==> src/rtl/ib_activity_detect.sv <==
// rtl/ib_activity_detect.sv - instrument-bus activity detector: sync, glitch filter, edge pulses, handshake FSM
// Produces one-cycle registered trigger pulses for the LED pulse-stretch stage.
module ib_activity_detect #(
  parameter int FILT_CYCLES  = 4,
  parameter int TIMEOUT_BITS = 16
) (
  input  logic clk,
  input  logic rst,
  input  logic dav_n,
  input  logic nrfd_n,
  input  logic ndac_n,
  input  logic atn_n,
  input  logic srq_n,
  input  logic ren_n,
  input  logic ifc_n,
  output logic data_pulse,
  output logic cmd_pulse,
  output logic atn_pulse,
  output logic srq_pulse,
  output logic ren_pulse,
  output logic ifc_pulse,
  output logic to_pulse
);

  localparam int NL = 7;
  localparam int L_DAV  = 0;
  localparam int L_NDAC = 2;
  localparam int L_ATN  = 3;
  localparam int L_SRQ  = 4;
  localparam int L_REN  = 5;
  localparam int L_IFC  = 6;
  localparam logic [3:0] FILT_N = 4'(FILT_CYCLES);
  localparam logic [TIMEOUT_BITS-1:0] STALL_MAX = '1;

  typedef enum logic [1:0] {IDLE, DAV_LOW, ACCEPTED, STALL} state_t;

  logic [NL-1:0] raw;
  logic [NL-1:0] s1_q, s2_q;
  logic [NL-1:0] filt_q, filt_d;
  logic [NL-1:0] filt_prev_q;
  logic [3:0]    fcnt_q [NL];
  logic [3:0]    fcnt_d [NL];
  logic [NL-1:0] fall;

  state_t                  state_q;
  logic [TIMEOUT_BITS-1:0] stall_q;
  logic                    atn_cap_q;
  logic data_q, cmd_q, to_q;
  logic atn_p_q, srq_p_q, ren_p_q, ifc_p_q;

  logic dav, ndac, atn;
  logic unused_lines;

  assign raw = {ifc_n, ren_n, srq_n, atn_n, ndac_n, nrfd_n, dav_n};

  // A level only follows the synchronized line after FILT_CYCLES consecutive differing edges.
  always_comb begin
    filt_d = filt_q;
    fcnt_d = fcnt_q;
    for (int i = 0; i < NL; i++) begin
      if (s2_q[i] != filt_q[i]) begin
        if (fcnt_q[i] + 4'd1 == FILT_N) begin
          filt_d[i] = s2_q[i];
          fcnt_d[i] = 4'd0;
        end else begin
          fcnt_d[i] = fcnt_q[i] + 4'd1;
        end
      end else begin
        fcnt_d[i] = 4'd0;
      end
    end
  end

  always_ff @(posedge clk) begin
    if (rst) begin
      s1_q        <= '1;
      s2_q        <= '1;
      filt_q      <= '1;
      filt_prev_q <= '1;
      for (int i = 0; i < NL; i++) fcnt_q[i] <= 4'd0;
    end else begin
      s1_q        <= raw;
      s2_q        <= s1_q;
      filt_q      <= filt_d;
      filt_prev_q <= filt_q;
      fcnt_q      <= fcnt_d;
    end
  end

  assign fall = filt_prev_q & ~filt_q;
  assign dav  = filt_q[L_DAV];
  assign ndac = filt_q[L_NDAC];
  assign atn  = filt_q[L_ATN];
  // nrfd plays no part in completion; dav/nrfd/ndac edges do not drive pulses.
  assign unused_lines = ^{fall[2:0], filt_q[1]};

  always_ff @(posedge clk) begin
    if (rst) begin
      atn_p_q <= 1'b0;
      srq_p_q <= 1'b0;
      ren_p_q <= 1'b0;
      ifc_p_q <= 1'b0;
    end else begin
      atn_p_q <= fall[L_ATN];
      srq_p_q <= fall[L_SRQ];
      ren_p_q <= fall[L_REN];
      ifc_p_q <= fall[L_IFC];
    end
  end

  // Interface clear wins over any completion or timeout decided on the same edge.
  always_ff @(posedge clk) begin
    if (rst) begin
      state_q   <= IDLE;
      stall_q   <= '0;
      atn_cap_q <= 1'b1;
      data_q    <= 1'b0;
      cmd_q     <= 1'b0;
      to_q      <= 1'b0;
    end else begin
      data_q <= 1'b0;
      cmd_q  <= 1'b0;
      to_q   <= 1'b0;
      if (fall[L_IFC]) begin
        state_q <= IDLE;
        stall_q <= '0;
      end else begin
        case (state_q)
          IDLE: begin
            stall_q <= '0;
            if (!dav) begin
              state_q   <= DAV_LOW;
              atn_cap_q <= atn;
            end
          end
          DAV_LOW: begin
            if (stall_q == STALL_MAX) begin
              to_q    <= 1'b1;
              state_q <= STALL;
              stall_q <= '0;
            end else if (dav) begin
              state_q <= IDLE;
              stall_q <= '0;
            end else if (ndac) begin
              state_q <= ACCEPTED;
              stall_q <= '0;
            end else begin
              stall_q <= stall_q + 1'b1;
            end
          end
          ACCEPTED: begin
            if (stall_q == STALL_MAX) begin
              to_q    <= 1'b1;
              state_q <= STALL;
              stall_q <= '0;
            end else if (dav) begin
              state_q <= IDLE;
              stall_q <= '0;
              cmd_q   <= ~atn_cap_q;
              data_q  <= atn_cap_q;
            end else begin
              stall_q <= stall_q + 1'b1;
            end
          end
          STALL: begin
            stall_q <= '0;
            if (dav) state_q <= IDLE;
          end
          default: begin
            state_q <= IDLE;
            stall_q <= '0;
          end
        endcase
      end
    end
  end

  assign data_pulse = data_q;
  assign cmd_pulse  = cmd_q;
  assign atn_pulse  = atn_p_q;
  assign srq_pulse  = srq_p_q;
  assign ren_pulse  = ren_p_q;
  assign ifc_pulse  = ifc_p_q;
  assign to_pulse   = to_q;

endmodule

==> config.mk <==
export PLATFORM = sky130hd
export DESIGN_NAME = ib_activity_detect
export DESIGN_NICKNAME = d
export VERILOG_FILES = /design/src/rtl/ib_activity_detect.sv
export SDC_FILE = /design/constraint.sdc
export NUM_CORES = 1
export LEC_CHECK = 0
export ABC_AREA = 1
export BUFFER_PORTS_ARGS = -buffer_cell sky130_fd_sc_hd__buf_2
export CAP_MARGIN = 0
export CORE_MARGIN = 2
export CORE_UTILIZATION = 45
export DETAILED_ROUTE_END_ITERATION = 10
export GPL_TIMING_DRIVEN = 0
export PLACE_DENSITY = 0.68
export SYNTH_ARGS = -nofsm -noshare
export SYNTH_HDL_FRONTEND = slang
export SYNTH_SLANG_ARGS = --single-unit
==> constraint.sdc <==
create_clock -name clk -period 2.65 [get_ports clk]
set_input_delay 0.3975 -clock clk [delete_from_list [all_inputs] [get_ports clk]]
set_output_delay 0.3975 -clock clk [all_outputs]
set_load 0.005 [all_outputs]
==> summary.txt, run 1 <==
Run status
  • Outcome: finished, final reports clean

Power and ir drop
  • P_leak: 1.23 nW
  • VDD IR max: 286 uV
  • PD cells: 588 nW/um^2
  • Overall power: 1.88 mW

Timing
  • Final Hold Fails: 0
  • Final setup vio count: 0
  • Final period util: 0.585
  • RSZ-0062 raised after global routing: no
  • Worst slew pin tran: 0.422 ns
  • Slew Limit Fails: 0
  • Max Clock Freq: 645 MHz
  • Setup TNS: 0 ns
  • Final WS setup: 1.10 ns
  • Worst clock skew: 0.00607 ns
  • Tmin final: 1.55 ns
  • Worst Hold Margin: 0.234 ns
  • Relative slew margins: 0.719

Worst setup path
  • WS Path Type: register to register
  • CP arrival: 1.79 ns
  • Worst Path Required: 2.89 ns
  • CP Max Fanout: 10
  • CP startpoint kind: register
  • CP Capture Type: register

Logic synthesis
  • Yosys top cell area share: 0.502
  • Ys Warns: 0
  • Syn_nets: 346
  • Synth top cells by count: 72 x dfxtp_1, 52 x nor2_1, 42 x nand2_1
  • Mux contribution to synthesized area: 0
  • Post-Synthesis Cells: 325
  • Netlist cell types: 32
  • Mean Syn Cell Area: 8.83 sq um
  • Syn Std Cell Area: 2870 sq um
  • Leading area contributor after synthesis: dfxtp_1
  • Fraction of registers with async set/reset: 0
  • Sequential element share of the synthesized area: 0.502
  • Synth Flop Type: dfxtp_1
  • Adder-cell area share of the yosys netlist: 0.0523
  • Post-synth EDFFs: 0
  • #FFs+latches synth: 72
  • Post-synthesis compound-gate area fraction: 0.0462
  • Post-Synth Simple-Gate Area: 0.270
  • Top cells by area in the synthesized netlist: dfxtp_1 50%, nor2_1 6.8%, xnor2_1 5.8%
  • Post-Synth XOR/XNOR Area: 0.0733
  • Count leader, synth: dfxtp_1
  • Largest family of logic cells by synthesized area: simple AND/OR/NAND/NOR gates

Drt
  • First drt pass iteration count: 4
  • Wirelength per Cell: 9.98 um
  • DRC Markers: 0
  • Initial drt markers: 60
  • Remaining antenna violation count: 0
  • Routed vias: 2000
  • Vias per std cell: 4.63
  • Total wire length: 4310 um

Cells and area
  • Area delta synth->final: 11.6%
  • Nets: 371
  • # diodes: 0
  • Final cell count without fillers: 432
  • Layout cells sized above 1: 0.192
  • Fin area: 3200 sq um
  • Final core occ: 0.513
  • # fillers: 601

Floorplanning
  • Die ar.: 7030 sq um
  • FP Rows: 29
  • Core area: 6240 sq um
  • Die W: 83.8 um
  • Initial Utilization: 0.460
  • Chip height: 83.8 um
  • # IOs: 16

Job
  • Max Cap Viol: 0

Global routing
  • Initial antenna violation count: 0
  • Largest net degree at the start of global routing: 12
  • First-pass GRT wire length: 7870 um
  • Number of global-route vias before repair: 1873
  • GR Util All Layers: 0.140
  • Overflow after GRT: 0

CTS
  • Worst-path clk slew: 0.07 ns
  • Post-cts resize count: 0
  • Clock root cell: clkbuf_8
  • CTS Buf Count: 9
  • CTS tree: yes
  • Hold buffers post-CTS: 0
  • Clk_lat worst skew: 0.34 ns
  • Postcts setup bufs: 0
  • Clock Tree Buf Depth: 2
  • Htree depth: 3
  • Clock sink total: 72

Placement
  • Port-buffer cells: 14
  • Placed cell area: 3040 sq um
  • Placer Congestion: 0.838
  • Dpl cells: 416
  • DP Worst Slack: 1.10 ns
  • Hpwl dp: 3150 um

Hold path
  • Min-Delay Path Class: input port to register
==> routing by layer <==
metal | track usage | vias up | wire length, um | share of wire
met5 | 0 | - | 0 | 0
met4 | 0.0836 | 0 | 124 | 0.029
met3 | 0.0386 | 11 | 113 | 0.026
met2 | 0.220 | 18 | 1940 | 0.45
met1 | 0.170 | 899 | 2130 | 0.49
li1 | - | 1072 | - | -
==> cell families (layout without fill, tap and decap cells) <==
kind of cell               Yosys count  in the layout
xor gates and xnor gates            24             24
AOI/OAI and AO/OA                   20             20
adders and majority gates           12             12
DFF                                 72             72
buffers and inverters               38             68
and+or+nand+nor                    159            159
==> power breakdown <==
part | switching, mW | total [mW] | internal, mW
Combinational | 0.0198 | 0.0351 | 0.0153
Clock | 0.384 | 0.747 | 0.363
Sequential | 0.00585 | 1.10 | 1.09
==> cell usage in the layout (no fill, tap or decap) <==
cell,synthesis,final
a21oi_1,8,8
a21oi_2,1,1
buf_1,1,1
buf_12,1,1
buf_2,1,15
clkbuf_1,1,4
clkbuf_8,0,10
clkinv_1,1,1
clkinv_2,0,2
clkinvlp_4,0,1
dfxtp_1,72,72
ha_1,12,12
inv_1,31,31
inv_2,2,2
nand2_1,42,42
nand2_2,1,1
nand2_4,1,1
nand3_1,25,25
nand3_2,1,1
nand4_1,1,1
nand4_4,1,1
nor2_1,52,52
nor2_2,13,13
nor2_4,2,2
nor3_2,1,1
nor3b_1,2,2
nor4_1,1,1
nor4_2,1,1
o211ai_1,6,6
o21ai_0,4,4
o21bai_4,1,1
or2_1,1,1
or2_2,14,14
xnor2_1,19,19
xor2_1,5,5
==> state kept, by name, summed over array words and instances (netlist names) <==
register and count:
fcnt_q 24, stall_q 16, filt_q 6, s1_q 6, s2_q 6, filt_prev_q 4
state_q 2, atn_cap_q 1, atn_pulse 1, cmd_pulse 1, data_pulse 1, ifc_pulse 1
ren_pulse 1, srq_pulse 1, to_pulse 1
==> area by class of cell <==
class	instances	area [sq um]	share of cell area
clock buffer	13	149	0.0465
multi-input combinational	215	1270	0.396
inverter	34	128	0.0399
clock inverter	3	17.5	0.00547
buffer	4	32.5	0.0102
tap	77	96.3	0.0301
sequential	72	1440	0.450
timing repair buffer	14	70.1	0.0219
==> worst max-delay path: stages, from the launching register on <==
cell	delay, ns
dfxtp_1	0.37
ha_1	0.18
nand2_1	0.10
nor2_4	0.17
nand2_4	0.11
nor2_4	0.13
inv_2	0.07
nand4_4	0.12
buf_12	0.16
nor2_2	0.03
==> path summary, 6_finish.rpt <==
| kind | from | end | slack [ns] | cells past startpoint |
|---|---|---|---|---|
| setup / recovery | stall_q[0]$_SDFF_PP0_ | stall_q[0]$_SDFF_PP0_ | 1.10 | 9 |
| setup reg to reg | stall_q[0]$_SDFF_PP0_ | stall_q[0]$_SDFF_PP0_ | 1.10 | 9 |
| hold reg to reg | s1_q[5]$_SDFF_PP1_ | s2_q[5]$_SDFF_PP1_ | 0.41 | 1 |
| hold / removal | srq_n | s1_q[4]$_SDFF_PP1_ | 0.23 | 2 |
No activity file was read; power rests on OpenSTA's default activity.
==> run 2: changes to the inputs <==
==> constraint.sdc (replaced) <==
create_clock -name clk -period 1.58 [get_ports clk]
set_input_delay 0.237 -clock clk [delete_from_list [all_inputs] [get_ports clk]]
set_output_delay 0.237 -clock clk [all_outputs]
set_load 0.005 [all_outputs]
==> run 2 against run 1 <==
Final cell count grew 0.69%; total power grew 68%; combinational power grew 68%; final area grew 0.94%; critical path type unchanged; first-iteration DRC count shrank 5.0%; register-to-register slack lost 0.99 ns; non-clock buffer count grew 3; wire length grew 1.8%.
==> summary.txt, run 2 (synthesis results as in run 1) <==
CTS
  • Hold buffers post-CTS: 0 (unchanged)
  • Clock root cell: clkbuf_8
  • Htree depth: 3 (unchanged)
  • Clock sink total: 72 (unchanged)
  • CTS Buf Count: 9 (unchanged)
  • Worst-path clk slew: 0.07 ns (about the same)
  • Clock Tree Buf Depth: 2 (unchanged)
  • CTS tree: yes
  • Clk_lat worst skew: 0.34 ns (about the same)

Timing
  • Worst Hold Margin: 0.0749 ns (-0.159 ns)
  • Final Hold Fails: 0 (unchanged)
  • Setup TNS: 0 ns (unchanged)
  • Final setup vio count: 0 (unchanged)
  • Relative slew margins: 0.719 (unchanged)
  • RSZ-0062 raised after global routing: no
  • Worst clock skew: 0.00623 ns (+0.000152 ns)
  • Tmin final: 1.47 ns (-0.0778 ns)
  • Worst slew pin tran: 0.422 ns (unchanged)
  • Final period util: 0.932 (+0.347)
  • Max Clock Freq: 679 MHz (+5.3%)
  • Slew Limit Fails: 0 (unchanged)

Cells and area
  • Nets: 374 (+0.81%)
  • Max reg flops: 24 (unchanged)
  • Final core occ: 0.518 (+0.00481)
  • # fillers: 598 (-0.50%)
  • Biggest regs: fcnt_q: 24 flops, stall_q: 16 flops
  • Area of the multi-input gates: 1270 sq um (+0.39%)
  • Most common cell after layout, fill and taps aside: dfxtp_1
  • Largest register by flop count: fcnt_q
  • Layout cells sized above 1: 0.209 (+0.0179)
  • Area delta synth->final: 12.6%
  • FF/Latch Area: 1440 sq um (+0.17%)
  • # diodes: 0 (unchanged)
  • Most frequent cells in the layout: 70 x dfxtp_1, 52 x nor2_1, 41 x nand2_1, 31 x inv_1, 25 x nand3_1

Worst setup path
  • CP Max Fanout: 10 (unchanged)
  • CP startpoint kind: register
  • CP Capture Type: register
  • Worst Path Required: 1.82 ns (-1.07 ns)
  • WS Path Type: register to register
  • CP arrival: 1.71 ns (-0.08 ns)

Floorplanning
  • Chip height: 83.8 um (unchanged)
  • Die W: 83.8 um (unchanged)
  • Initial Utilization: 0.460 (unchanged)
  • Core area: 6240 sq um (unchanged)
  • FP Rows: 29 (unchanged)
  • Die ar.: 7030 sq um (unchanged)
  • # IOs: 16 (unchanged)

Drt
  • Total wire length: 4390 um (+1.8%)
  • Wirelength per Cell: 10.1 um (+1.1%)
  • Post-route met1 wirelength: 2170 um (+1.9%)
  • Vias per std cell: 4.63 (about the same)
  • Routed vias: 2013 (+0.65%)
  • First drt pass iteration count: 5 (+1)
  • Initial drt markers: 57 (-5.0%)
  • Met2 WL: 2020 um (+4.1%)
  • Detail Route met3 WL: 102 um (-9.7%)
  • Remaining antenna violation count: 0 (unchanged)
  • DRC Markers: 0 (unchanged)
  • Top Layer Used: met4

Global routing
  • GR Util All Layers: 0.140 (unchanged)
  • First-pass GRT wire length: 7870 um (unchanged)
  • Largest net degree at the start of global routing: 12 (unchanged)
  • Number of global-route vias before repair: 1873 (unchanged)
  • Initial antenna violation count: 0 (unchanged)
  • Overflow after GRT: 0 (unchanged)

Power and ir drop
  • Internal power: 2.47 mW (+68%)
  • PD cells: 976 nW/um^2 (+66%)
  • Overall power: 3.15 mW (+68%)
  • P_leak: 1.24 nW (+1.1%)
  • Logic pwr share: 0.019 (about the same)
  • Clock power share: 0.397 (about the same)
  • VDD IR max: 480 uV (+68%)
  • Sequential Power Share: 0.584 (about the same)
  • Sw Share: 0.218 (about the same)
  • Switching Power: 0.686 mW (+68%)

Placement
  • Hpwl dp: 3150 um (unchanged)
  • Port-buffer cells: 14 (unchanged)
  • Placer Congestion: 0.838 (unchanged)

Hold path
  • Min-Delay Path Class: input port to register

Run status
  • Outcome: finished, final reports clean

Job
  • Max Cap Viol: 0 (unchanged)
run 2: cell count changes in the layout (fill, tap and decap cells not counted), sizes merged:
cell  change
buf       +3
run 2: metrics by stage:
stage	worst slack (ns)	area, sq um	instances
after floorplan	0.183	2870	325
after global placement	0.0534	3040	416
after detailed placement	0.0286	3040	416
after CTS	0.00600	3200	432
after global routing	0.00183	3230	435
final	0.108	3230	435
run 2: final cells by class:
type / instances / area share
buffer: 4 / 0.0101
sequential: 72 / 0.447
inverter: 34 / 0.0395
clock buffer: 13 / 0.0461
timing repair buffer: 17 / 0.0286
multi-input combinational: 215 / 0.394
tap: 77 / 0.0298
clock inverter: 3 / 0.00542
run 2: timing repair:
| action | 4_1_cts | 5_1_grt |
|---|---|---|
| setup endpoints to repair | 0 | 12 |
| gates resized for setup | 0 | 6 |
| setup buffers | 0 | 3 |
run 2: final timing paths:
| path | slack, ns | depth (start not counted) | endpoint | startpoint |
|---|---|---|---|---|
| max | 0.11 | 9 | stall_q[5]$_SDFF_PP0_ | stall_q[0]$_SDFF_PP0_ |
| min | 0.07 | 2 | s1_q[4]$_SDFF_PP1_ | srq_n |
| max reg2reg | 0.11 | 9 | stall_q[5]$_SDFF_PP0_ | stall_q[0]$_SDFF_PP0_ |
| min reg2reg | 0.41 | 1 | s2_q[5]$_SDFF_PP1_ | s1_q[5]$_SDFF_PP1_ |
run 2: layer usage:
layer  GRT usage  vias to the layer above
li1            -                     1079
met1       0.170                      908
met2       0.220                       17
met3      0.0386                        9
met4      0.0836                        0
met5           0                        -
run 2: worst max-delay path: stages (launching register included):
cell     delay (ns)
dfxtp_2        0.34
ha_2           0.18
nand2_2        0.07
nor2_4         0.17
nand2_4        0.10
nor2_4         0.11
inv_2          0.07
nand4_4        0.12
buf_12         0.16
nor2_2         0.04
run 2: power by group through the flow:
stage / clock [mW] / combinational [mW] / sequential, mW
after floorplan: 0 / 0.0391 / 1.88
after global placement: 0 / 0.0593 / 1.88
after detailed placement: 0 / 0.0602 / 1.89
after CTS: 1.30 / 0.0605 / 1.84
after global routing: 1.37 / 0.0687 / 1.84
final: 1.25 / 0.0589 / 1.84
==> run 3: changes to the inputs <==
--- a/config.mk
+++ b/config.mk
@@ -12,7 +12,7 @@
 export CORE_UTILIZATION = 45
 export DETAILED_ROUTE_END_ITERATION = 10
 export GPL_TIMING_DRIVEN = 0
-export PLACE_DENSITY = 0.68
+export PLACE_DENSITY = 0.7
 export SYNTH_ARGS = -nofsm -noshare
 export SYNTH_HDL_FRONTEND = slang
 export SYNTH_SLANG_ARGS = --single-unit
==> run 3 against run 2 <==
Setup slack lost 0.031 ns; wire length grew 3.7%; first-iteration DRC count grew 3.5%; maximum frequency shrank 2.1%; critical path depth is the same; final area grew 1.7%; via count grew 0.55%; clock power grew 6%; global-route usage grew 0.22 points; combinational power grew 0.8%; sequential power is essentially flat; critical endpoint unchanged; largest power group unchanged.
==> summary.txt, run 3 (synthesis results as in run 1) <==
Run status
  • Outcome: finished, final reports clean

Drt
  • Vias per std cell: 4.63 (about the same)
  • Total wire length: 4550 um (+3.7%)
  • Initial drt markers: 59 (+3.5%)
  • DRC Markers: 0 (unchanged)
  • Remaining antenna violation count: 0 (unchanged)
  • Routed vias: 2024 (+0.55%)
  • First drt pass iteration count: 4 (-1)
  • Wirelength per Cell: 10.4 um (+3.2%)

Floorplanning
  • Die W: 83.8 um (unchanged)
  • Die ar.: 7030 sq um (unchanged)
  • Initial Utilization: 0.460 (unchanged)
  • Core area: 6240 sq um (unchanged)
  • FP Rows: 29 (unchanged)
  • # IOs: 16 (unchanged)
  • Chip height: 83.8 um (unchanged)

Hold path
  • Hold Path End: s1_q[4]$_SDFF_PP1_
  • Hold path startpoint: srq_n
  • Hold path cells: 2 (unchanged)
  • Min-Delay Path Class: input port to register

Power and ir drop
  • PD cells: 979 nW/um^2 (+0.29%)
  • Internal power: 2.44 mW (-1.0%)
  • Sequential Power Share: 0.572 (-0.012)
  • VDD IR max: 563 uV (+17%)
  • Overall power: 3.22 mW (+2.0%)
  • P_leak: 1.27 nW (+2.5%)
  • Sw Share: 0.241 (+0.0235)
  • Clock power share: 0.409 (+0.012)
  • Logic pwr share: 0.018 (about the same)
  • Switching Power: 0.776 mW (+13%)

Timing
  • Worst Hold Margin: 0.0637 ns (-0.0112 ns)
  • Worst clock skew: 0.00943 ns (+0.00320 ns)
  • Final period util: 0.952 (+0.0197)
  • Max Clock Freq: 665 MHz (-2.1%)
  • Worst slew pin tran: 0.433 ns (+0.0112 ns)
  • Final setup vio count: 0 (unchanged)
  • Slew Limit Fails: 0 (unchanged)
  • Final Hold Fails: 0 (unchanged)
  • Tmin final: 1.50 ns (+0.0312 ns)
  • Final WS setup: 0.0765 ns (-0.0312 ns)
  • Relative slew margins: 0.711 (-0.00746)
  • Setup TNS: 0 ns (unchanged)

CTS
  • Htree depth: 3 (unchanged)
  • Clk_lat worst skew: 0.35 ns (about the same)
  • Worst-path clk slew: 0.08 ns (about the same)
  • Clock Tree Buf Depth: 2 (unchanged)
  • CTS Buf Count: 9 (unchanged)
  • Hold buffers post-CTS: 0 (unchanged)
  • CTS tree: yes
  • Clock root cell: clkbuf_8
  • Clock sink total: 72 (unchanged)

Cells and area
  • # diodes: 0 (unchanged)
  • Final core occ: 0.527 (+0.00902)
  • Most common cell after layout, fill and taps aside: dfxtp_1
  • Most frequent cells in the layout: 69 x dfxtp_1, 52 x nor2_1, 41 x nand2_1, 31 x inv_1, 25 x nand3_1
  • Largest register by flop count: fcnt_q
  • Area delta synth->final: 14.6%
  • Biggest regs: fcnt_q: 24 flops, stall_q: 16 flops
  • Final cell count without fillers: 437 (+0.46%)
  • FF/Latch Area: 1450 sq um (about the same)
  • Area of the multi-input gates: 1280 sq um (+0.79%)
  • Fin area: 3290 sq um (+1.7%)
  • # fillers: 578 (-3.3%)
  • Layout cells sized above 1: 0.225 (+0.0155)
  • Max reg flops: 24 (unchanged)
  • Nets: 376 (+0.53%)

Worst setup path
  • Worst r2r src: stall_q[0]$_SDFF_PP0_
  • CP arrival: 1.75 ns (+0.04 ns)
  • Crit path max-delay family: simple AND/OR/NAND/NOR gates
  • R2r setup slk: 0.08 ns (-0.03 ns)
  • WS Path Type: register to register
  • RR Endpoint: stall_q[5]$_SDFF_PP0_
  • CP bufs+invs: 2 (unchanged)
  • Worst Path Required: 1.83 ns (about the same)
  • CP Capture Type: register
  • Most used cell, CP: nor2_4
  • CP startpoint kind: register
  • Slowest cell on the critical path: dfxtp_2
  • CP Max Fanout: 6 (-4)
  • Crit-path cells: ha_4, nand2_2, nor2_4, nand2_4, nor2_4, inv_2, nand4_4, clkbuf_16, nor2_2
  • Max incr delay on CP: 0.37 ns (+0.03 ns)
  • Worst Reg-to-Reg Cells: 9 (unchanged)
  • WP depth: 9 (unchanged)

Global routing
  • Number of global-route vias before repair: 1902 (+1.5%)
  • Initial antenna violation count: 0 (unchanged)
  • Largest net degree at the start of global routing: 15 (+3)
  • Overflow after GRT: 0 (unchanged)
  • GR Util All Layers: 0.142 (+0.00220)
  • First-pass GRT wire length: 7960 um (+1.2%)

Placement
  • Hpwl dp: 3200 um (+1.4%)
  • DP Worst Slack: 0.0264 ns (-0.00222 ns)
  • Placer Congestion: 0.784 (-6.4%)
  • Port-buffer cells: 14 (unchanged)
  • Dpl cells: 416 (unchanged)
  • Placed cell area: 3040 sq um (unchanged)

Job
  • Max Cap Viol: 0 (unchanged)
==> run 3: cell types whose count changed in the layout (fill, tap and decap cells not counted), sizes merged <==
| cell | before | now |
|---|---|---|
| clkbuf | 14 | 11 |
| clkinvlp | 1 | 2 |
| inv | 33 | 36 |
| buf | 20 | 21 |
==> run 3: worst max path at each step <==
stage	endpoint	from
floorplan	stall_q[15]$_SDFF_PP0_	stall_q[0]$_SDFF_PP0_
global placement	stall_q[15]$_SDFF_PP0_	stall_q[0]$_SDFF_PP0_
global route	stall_q[5]$_SDFF_PP0_	stall_q[1]$_SDFF_PP0_
detailed placement	stall_q[15]$_SDFF_PP0_	stall_q[0]$_SDFF_PP0_
CTS	stall_q[15]$_SDFF_PP0_	stall_q[0]$_SDFF_PP0_
finish	stall_q[5]$_SDFF_PP0_	stall_q[0]$_SDFF_PP0_
==> run 3: timing repair <==
action | in CTS | in global routing
setup buffers | 0 | 4
endpoints found under the setup margin | 0 | 12
gates resized for setup | 0 | 7
==> run 3: worst register-to-register path: stages, from the launching register on <==
cell,delay (ns)
dfxtp_2,0.37
ha_4,0.15
nand2_2,0.07
nor2_4,0.14
nand2_4,0.10
nor2_4,0.13
inv_2,0.08
nand4_4,0.16
clkbuf_16,0.18
nor2_2,0.03
==> run 3: final cells by class <==
type	instances	area share
inverters	34	0.0388
repair buffers	19	0.0381
flip-flops and latches	72	0.439
multi-input cells	215	0.390
plain buffers	4	0.00989
clock buffers	9	0.0377
clock inverters	7	0.0167
well taps	77	0.0293
==> run 3: power groups by stage <==
stage | clock network (mW) | registers [mW] | logic (mW)
global route | 1.44 | 1.84 | 0.0681
floorplan | 0 | 1.88 | 0.0391
global placement | 0 | 1.88 | 0.0590
finish | 1.32 | 1.84 | 0.0594
detailed placement | 0 | 1.88 | 0.0607
CTS | 1.37 | 1.84 | 0.0611
==> run 3: metal layers <==
metal / part of all wire / track usage / wire length (um) / vias to the layer above
met5: 0 / 0 / 0 / -
met2: 0.44 / 0.228 / 2020 / 27
met4: 0.022 / 0.0836 / 98 / 0
met1: 0.49 / 0.166 / 2250 / 901
li1: - / - / - / 1087
met3: 0.040 / 0.0445 / 180 / 9
